[config.mk]
export PLATFORM = sky130hd
export DESIGN_NAME = vga_timing_gen
export DESIGN_NICKNAME = d
export VERILOG_FILES = /design/src/rtl/vga_pkg.sv /design/src/rtl/vga_axis_ctr.sv /design/src/rtl/vga_timing_gen.sv
export SDC_FILE = /design/constraint.sdc
export NUM_CORES = 1
export LEC_CHECK = 0
export CAP_MARGIN = 10
export CELL_PAD_IN_SITES_DETAIL_PLACEMENT = 1
export CELL_PAD_IN_SITES_GLOBAL_PLACEMENT = 2
export CORE_MARGIN = 4
export CORE_UTILIZATION = 37
export CTS_CLUSTER_SIZE = 25
export DETAILED_ROUTE_END_ITERATION = 8
export PLACE_DENSITY = 0.92
export SLEW_MARGIN = 10
export SYNTH_ARGS = -nofsm -noshare
export SYNTH_HDL_FRONTEND = slang
export SYNTH_HIERARCHICAL = 1
export SYNTH_SLANG_ARGS = --single-unit
[constraint.sdc]
create_clock -name i_pixclk -period 8.55 [get_ports i_pixclk]
set_input_delay 2.565 -clock i_pixclk [delete_from_list [all_inputs] [get_ports i_pixclk]]
set_output_delay 2.565 -clock i_pixclk [all_outputs]
set_load 0.005 [all_outputs]
[src/rtl/vga_pkg.sv]
// Shared constants for the raster timing generator: the standard 640x480@60
// mode and a tiny mode that keeps simulations short.
package vga_pkg;

    localparam int DEF_H_WIDTH  = 640;
    localparam int DEF_H_PORCH  = 656;
    localparam int DEF_H_SYNCH  = 752;
    localparam int DEF_H_RAW    = 800;
    localparam int DEF_V_HEIGHT = 480;
    localparam int DEF_V_PORCH  = 490;
    localparam int DEF_V_SYNCH  = 492;
    localparam int DEF_V_RAW    = 525;

    localparam int SIM_H_WIDTH  = 16;
    localparam int SIM_H_PORCH  = 18;
    localparam int SIM_H_SYNCH  = 20;
    localparam int SIM_H_RAW    = 24;
    localparam int SIM_V_HEIGHT = 4;
    localparam int SIM_V_PORCH  = 5;
    localparam int SIM_V_SYNCH  = 6;
    localparam int SIM_V_RAW    = 8;

endpackage

[src/rtl/vga_axis_ctr.sv]
// One raster axis: a wrapping position counter plus its active and sync
// window decodes against the latched mode.
module vga_axis_ctr #(
    parameter int W = 12
) (
    input  logic         clk,
    input  logic         reset,
    input  logic         enable,
    input  logic [W-1:0] len,
    input  logic [W-1:0] porch,
    input  logic [W-1:0] synch,
    input  logic [W-1:0] raw,
    output logic [W-1:0] count,
    output logic         wrap,
    output logic         active,
    output logic         sync
);

    always_ff @(posedge clk) begin
        if (reset) begin
            count <= '0;
        end else if (enable) begin
            count <= wrap ? '0 : count + 1'b1;
        end
    end

    always_comb begin
        wrap   = (count == raw - 1'b1);
        active = (count < len);
        sync   = (count >= porch) && (count < synch);
    end

endmodule

[src/rtl/vga_timing_gen.sv]
// Raster timing generator: drives the pixel-source handshake from the counters
// and re-times the returned pixel so sync, de and RGB leave aligned.
module vga_timing_gen
    import vga_pkg::*;
#(
    parameter int   BITS_PER_COLOR = 4,
    parameter int   HW             = 12,
    parameter int   VW             = 12,
    parameter logic HSYNC_POL      = 1'b0,
    parameter logic VSYNC_POL      = 1'b0
) (
    input  logic                      i_pixclk,
    input  logic                      i_reset,
    input  logic [HW-1:0]             i_hm_width,
    input  logic [HW-1:0]             i_hm_porch,
    input  logic [HW-1:0]             i_hm_synch,
    input  logic [HW-1:0]             i_hm_raw,
    input  logic [VW-1:0]             i_vm_height,
    input  logic [VW-1:0]             i_vm_porch,
    input  logic [VW-1:0]             i_vm_synch,
    input  logic [VW-1:0]             i_vm_raw,
    input  logic [3*BITS_PER_COLOR-1:0] i_pixel,
    output logic                      o_rd,
    output logic                      o_newline,
    output logic                      o_newframe,
    output logic [HW-1:0]             o_width,
    output logic [VW-1:0]             o_height,
    output logic                      o_hsync,
    output logic                      o_vsync,
    output logic                      o_de,
    output logic [BITS_PER_COLOR-1:0] o_red,
    output logic [BITS_PER_COLOR-1:0] o_grn,
    output logic [BITS_PER_COLOR-1:0] o_blu,
    output logic                      o_cfg_err
);

    localparam int BPP = 3 * BITS_PER_COLOR;

    logic [HW-1:0] h_width, h_porch, h_synch, h_raw;
    logic [VW-1:0] v_height, v_porch, v_synch, v_raw;
    logic [HW-1:0] h_count;
    logic [VW-1:0] v_count;
    logic          h_wrap, h_active, h_sync;
    logic          v_wrap, v_active, v_sync;
    logic          mode_ok, frame_origin, capture, cfg_err;
    logic          hs0, vs0, rd1, hs1, vs1;

    always_comb begin
        mode_ok = (i_hm_width != '0)
                  && (i_hm_width  < i_hm_porch) && (i_hm_porch < i_hm_synch) && (i_hm_synch <= i_hm_raw)
                  && (i_vm_height < i_vm_porch) && (i_vm_porch < i_vm_synch) && (i_vm_synch <= i_vm_raw);
        // newframe is registered, so the counters already sit at the origin when it is seen
        frame_origin = (h_count == '0) && (v_count == '0);
        capture      = i_reset || (o_newframe && frame_origin);
    end

    // A rejected mode at reset has nothing valid to keep, so it falls back to 640x480.
    always_ff @(posedge i_pixclk) begin
        if (capture) begin
            if (mode_ok) begin
                h_width  <= i_hm_width;
                h_porch  <= i_hm_porch;
                h_synch  <= i_hm_synch;
                h_raw    <= i_hm_raw;
                v_height <= i_vm_height;
                v_porch  <= i_vm_porch;
                v_synch  <= i_vm_synch;
                v_raw    <= i_vm_raw;
                cfg_err  <= 1'b0;
            end else begin
                cfg_err <= 1'b1;
                if (i_reset) begin
                    h_width  <= HW'(DEF_H_WIDTH);
                    h_porch  <= HW'(DEF_H_PORCH);
                    h_synch  <= HW'(DEF_H_SYNCH);
                    h_raw    <= HW'(DEF_H_RAW);
                    v_height <= VW'(DEF_V_HEIGHT);
                    v_porch  <= VW'(DEF_V_PORCH);
                    v_synch  <= VW'(DEF_V_SYNCH);
                    v_raw    <= VW'(DEF_V_RAW);
                end
            end
        end
    end

    assign o_width   = h_width;
    assign o_height  = v_height;
    assign o_cfg_err = cfg_err;

    vga_axis_ctr #(.W(HW)) u_hctr (
        .clk    (i_pixclk),
        .reset  (i_reset),
        .enable (1'b1),
        .len    (h_width),
        .porch  (h_porch),
        .synch  (h_synch),
        .raw    (h_raw),
        .count  (h_count),
        .wrap   (h_wrap),
        .active (h_active),
        .sync   (h_sync)
    );

    vga_axis_ctr #(.W(VW)) u_vctr (
        .clk    (i_pixclk),
        .reset  (i_reset),
        .enable (h_wrap),
        .len    (v_height),
        .porch  (v_porch),
        .synch  (v_synch),
        .raw    (v_raw),
        .count  (v_count),
        .wrap   (v_wrap),
        .active (v_active),
        .sync   (v_sync)
    );

    // Syncs ride hs0/hs1 alongside o_rd/rd1 so they see the same two stages as the pixel.
    always_ff @(posedge i_pixclk) begin
        if (i_reset) begin
            o_rd       <= 1'b0;
            o_newline  <= 1'b0;
            o_newframe <= 1'b0;
            hs0        <= 1'b0;
            vs0        <= 1'b0;
            rd1        <= 1'b0;
            hs1        <= 1'b0;
            vs1        <= 1'b0;
            o_de       <= 1'b0;
            o_red      <= '0;
            o_grn      <= '0;
            o_blu      <= '0;
            o_hsync    <= ~HSYNC_POL;
            o_vsync    <= ~VSYNC_POL;
        end else begin
            o_rd       <= h_active && v_active;
            o_newline  <= h_wrap;
            o_newframe <= h_wrap && v_wrap;
            hs0        <= h_sync;
            vs0        <= v_sync;
            rd1        <= o_rd;
            hs1        <= hs0;
            vs1        <= vs0;
            o_de       <= rd1;
            o_red      <= rd1 ? i_pixel[BPP-1 -: BITS_PER_COLOR] : '0;
            o_grn      <= rd1 ? i_pixel[2*BITS_PER_COLOR-1 -: BITS_PER_COLOR] : '0;
            o_blu      <= rd1 ? i_pixel[BITS_PER_COLOR-1:0] : '0;
            o_hsync    <= hs1 ? HSYNC_POL : ~HSYNC_POL;
            o_vsync    <= vs1 ? VSYNC_POL : ~VSYNC_POL;
        end
    end

endmodule

# == After elaboration in Yosys (flattened, before gate mapping) ==
# Index checks and enable logic that the tools add are counted.
# classes
n_addsub,4
magnitude_cmp,12
n_eq_ne,2
mux,20
bitwise,1
n_reduce_logical,20
# ops
cell,n
$mux W12,17
$lt A12 B12 Y1,8
$add A12 B1 Y12 const B,2
$eq A12 B12 Y1,2
$ge A12 B12 Y1,2
$le A12 B12 Y1,2
$logic_not A12 Y1,2
$sub A12 B1 Y12 const B,2
$logic_and A1 B1 Y1,12
$reduce_bool A12 Y1,1
$reduce_or A2 Y1,2
$mux W1,3
$reduce_and A2 Y1,1
$reduce_bool A2 Y1,1
$logic_or A1 B1 Y1,1
$not A1 Y1,1
# totals
regBits,144
in_bits,110
elab_cells,84

# == Depth between registers and ports, before layout ==
# logic_depth
depth_word,9
depth_mapped,13
depth_no_buf,13

# == Modules after synthesis ==
# The synthesis kept the hierarchy.
# modules_own_cells
module,n_inst,cells_each,area_each_um2,seq_area_each_um2
vga_timing_gen,1,526,5979.5,3373.2
vga_axis_ctr,2,236,1875.5,240.2

# == Worst setup path before layout ==
# Ideal clock, no wire load.
# synth_timing
path_type,input to register
startpoint,input i_hm_porch[11]
endpoint,"register h_porch[0], enable pin"
t_arrival_ns,5.383
t_required_ns,8.131
setup_slack_ns,2.748
path_stages,9
cell_sequence,inv_1 -> ha_1 -> a222oi_1 -> nand2_1 -> nor3_1 -> o211ai_1 -> nor2_1 -> clkbuf_1 -> a31o_2
# synth_between
elab_chain_cells,9
elab_cells_between_ends,10
classes_between,2 x order compare; 8 x reduce/logical
# synth_lines
element,line_no,rtl
"start, declared",vga_timing_gen.sv:15,"input logic [HW-1:0] i_hm_porch,"
$lt A12 B12 Y1,vga_timing_gen.sv:50,&& (i_hm_width < i_hm_porch) && (i_hm_porch < i_hm_synch) && (i_hm_synch <= i_hm_raw)
$logic_and A1 B1 Y1,vga_timing_gen.sv:50,
$logic_and A1 B1 Y1 (*) (2 in a row),vga_timing_gen.sv:50,
$logic_and A1 B1 Y1 (*) (3 in a row),vga_timing_gen.sv:51,&& (i_vm_height < i_vm_porch) && (i_vm_porch < i_vm_synch) && (i_vm_synch <= i_vm_raw);
$reduce_bool A2 Y1 (no source line) (*),--,
$reduce_and A2 Y1 (no source line) (*),--,
"end signal, assigned",vga_timing_gen.sv:62,h_porch <= i_hm_porch;
"end signal, assigned",vga_timing_gen.sv:74,h_porch <= HW'(DEF_H_PORCH);
"end, declared",vga_timing_gen.sv:39,"logic [HW-1:0] h_width, h_porch, h_synch, h_raw;"
# Mark *: on every way between the ends. The rest lies on a longest branch, timed or not.
# A chain may end at the register's enable or synchronous reset.

# == Worst setup path in the final report ==
# layout_timing
startpoint,input i_hm_synch[9]
endpoint,"register h_raw[1], enable pin"
# layout_between
elab_chain_cells,8
elab_cells_between_ends,9
classes_between,2 x order compare; 7 x reduce/logical
# layout_lines
element,line_no,rtl
"start, declared",vga_timing_gen.sv:16,"input logic [HW-1:0] i_hm_synch,"
$lt A12 B12 Y1,vga_timing_gen.sv:50,
$logic_and A1 B1 Y1,vga_timing_gen.sv:50,
$logic_and A1 B1 Y1 (*),vga_timing_gen.sv:50,
$logic_and A1 B1 Y1 (*) (3 in a row),vga_timing_gen.sv:51,
$reduce_bool A2 Y1 (no source line) (*),--,
$reduce_and A2 Y1 (no source line) (*),--,
"end signal, assigned",vga_timing_gen.sv:64,h_raw <= i_hm_raw;
"end signal, assigned",vga_timing_gen.sv:76,h_raw <= HW'(DEF_H_RAW);
"end, declared",vga_timing_gen.sv:39,
# Marked as above.

==> summary.txt <==
Setup path
  – Worst Setup Path Type: input port to flop
  – Req. time, crit path: 8650 ps
  – CP endpoint kind: flop
  – Worst Path Arrival: 5770 ps
  – FF-to-FF path depth: 14
  – Crit path max fanout: 57
  – Crit path launch type: input port

Floorplanning
  – Core box area: 26000 sq um
  – # IOs: 153
  – Initial core utilization: 37.4%
  – Die X: 170 um
  – Row cnt: 59
  – Die height: 170 um
  – Die footprint: 29000 sq um

Routing
  – Via density: 5.36
  – Final ANT Viol Nets: 0
  – Initial DRC Count: 514
  – Remaining DRCs: 0
  – Via count: 8062
  – WL final: 30200 um
  – Wire per inst: 20.1 um
  – DR pass1 iterations: 5

GRT
  – Gr ovfl total: 0
  – Vias in the first global route: 8499
  – Initial antenna violation count: 0
  – Largest net degree at the start of global routing: 58
  – First-pass GRT wire length: 47300 um
  – Total GRT Usage: 20.9%

STA
  – TNS Setup: 0 ps
  – Final worst slack: 2890 ps
  – RSZ-0062 raised after global routing: false
  – Worst slew pin tran: 876 ps
  – Fmax: 177 MHz
  – Clock Skew: 9.49 ps
  – Final Setup Violations: 0
  – Final hold vios: 0
  – Min Clock Period, post-route: 5660 ps
  – Rel. slew slack: 40.7%
  – Fin Hold WS: 377 ps
  – Slew Limit Fails: 0
  – Tcrit/Tclk final: 66.3%

Synth
  – Simple-gate portion of the synthesized area: 18.6%
  – Cell area after synthesis: 9730 sq um
  – Syn Inst Count: 998
  – Top cells by area, synth: edfxtp_1 (30%), ha_1 (18%), dfxtp_1 (9.7%)
  – Post-synthesis mux area share: 0.514%
  – Sequential share of the synthesized area: 39.6%
  – Synth warn: 6
  – Synth Area in XOR/XNOR: 3.75%
  – FFs w/ async S/R, synth: 0%
  – Main combinational cell family by area after synthesis: simple AND/OR/NAND/NOR gates
  – Adder-Cell Fraction of Synth Area: 18.0%
  – Ys flop type: edfxtp_1
  – Post-synth EDFFs: 97
  – Largest area contributor in the netlist: edfxtp_1
  – Count of cell types in the netlist: 62
  – Synth Area in Compound Gates: 11.7%
  – Register bit total from synthesis: 144
  – Synth Area per Inst: 9.75 sq um
  – Top cell type's share of synthesized area: 29.9%

Finish
  – Commonest non-fill, non-tap cell in the layout: inv_1
  – Most frequent cells in the layout: inv_1 (161), clkdlybuf4s50_1 (152), ha_1 (140)
  – Reg area: 3850 sq um
  – Layout Area Growth over Synthesis: 25.3%
  – Antenna diodes: 0
  – FILL cells: 2915
  – Nets: 1405
  – Multi-input logic area: 5160 sq um
  – Layout cells sized above 1: 5.57%

Clocking
  – Worst-Skew Late Latency: 430 ps
  – H-tree levels: 4
  – CTS tree: yes
  – Clock root buffer: clkbuf_16
  – Postcts setup bufs: 0
  – Cts bufs inserted: 17
  – Clk pin slew, worst setup/hold paths: 60 ps
  – CTS sink cnt: 144
  – Post-CTS Resized: 0
  – CTS max path bufs: 2
  – Hold buffer count at CTS: 0

Status
  – Status: finished clean

Job
  – Number of max-cap violations: 0

Place
  – Port Buffers: 152
  – DP HPWL: 23300 um
  – Placer Congestion: 0.872
  – DP Worst Slack: 2450 ps

Power and ir drop
  – Worst VDD drop: 0.129 mV
  – Power Dens Cells: 156 nW/um^2
  – Leakage: 5.43 nW

Hold path
  – Worst hold path type: flop to flop
  – Hold depth: 1
-- power by group --
group          total, W  switching [W]  internal (W)
Combinational  0.000356       0.000202      0.000155
Sequential     0.000820      0.0000359      0.000784
Clock          0.000729       0.000323      0.000406
Total           0.00191       0.000561       0.00134
-- per-stage QoR --
stage | utilization [%] | instance area, sq um | std cells | total power (W)
2_1_floorplan | - | 9750 | 1004 | 0.00102
3_3_place_gp | 44.7 | 11600 | 1471 | 0.00117
3_5_place_dp | 44.7 | 11600 | 1471 | 0.00119
4_1_cts | 46.9 | 12200 | 1503 | 0.00192
5_1_grt | 46.9 | 12200 | 1503 | 0.00199
6_report | 46.9 | 12200 | 1503 | 0.00191
-- synthesized netlist by cell type (6+ instances only) --
cell        n
nor3_1     53
o31ai_1     6
nand4_1    19
nor4_1     11
clkbuf_1   14
edfxtp_1   97
a21o_1     25
nor3b_1     6
nor2_1     38
xnor2_1    20
nor2b_1    17
a21oi_1    42
and4_1      8
a211oi_1    9
inv_1     161
a31oi_1     6
and2_1     17
o311ai_1    8
and3_1     28
ha_1      140
or3_1       9
nand2_1    43
nand3_1    39
o21ai_0    23
buf_2       7
nand2b_1   10
dfxtp_1    47
xor2_1     18
-- final cells by class --
cell class                 count  share of cell area (%)
clock buffer                  19                    3.81
clock inverter                13                   0.913
inverter                     161                    4.96
multi-input combinational    671                    42.3
sequential                   144                    31.6
tap                          335                    3.44
timing repair buffer         160                    13.0
-- critical path, stage by stage --
cell and delay [ps]:
clkdlybuf4s50_1 490, inv_1 80, ha_1 290, a21oi_1 240, o22ai_1 140, a211oi_1 270, o2111a_1 260, and4_2 260
a31o_4 710, buf_4 430
-- per-layer routing --
layer / global-route usage [%] / wire length [um]
met1: 28.7 / 13800
met5: 0 / 0
met4: 6.18 / 607
met3: 3.39 / 1640
met2: 33.9 / 14200
-- final timing paths --
path | start | endpoint | slack (ps)
max | i_hm_synch[9] | h_raw[1]$_SDFFCE_PP0P_ | 2890
max reg2reg | h_raw[0]$_SDFFCE_PP0P_ | u_vctr/count[11]$_SDFFE_PP0P_ | 5410
min reg2reg | vs1$_SDFF_PP0_ | o_vsync$_SDFF_PP1_ | 380
min | vs1$_SDFF_PP0_ | o_vsync$_SDFF_PP1_ | 380
-- logic make-up (layout without fill, tap and decap cells) --
group,count (synthesis),after routing
AOI/OAI and AO/OA,161,161
xor gates and xnor gates,40,40
adders and majority gates,140,140
buffers and inverters,189,353
DFF,144,144
muxes,4,4
other,1,7
and+or+nand+nor,319,319
(Power assumes the default switching activity.)
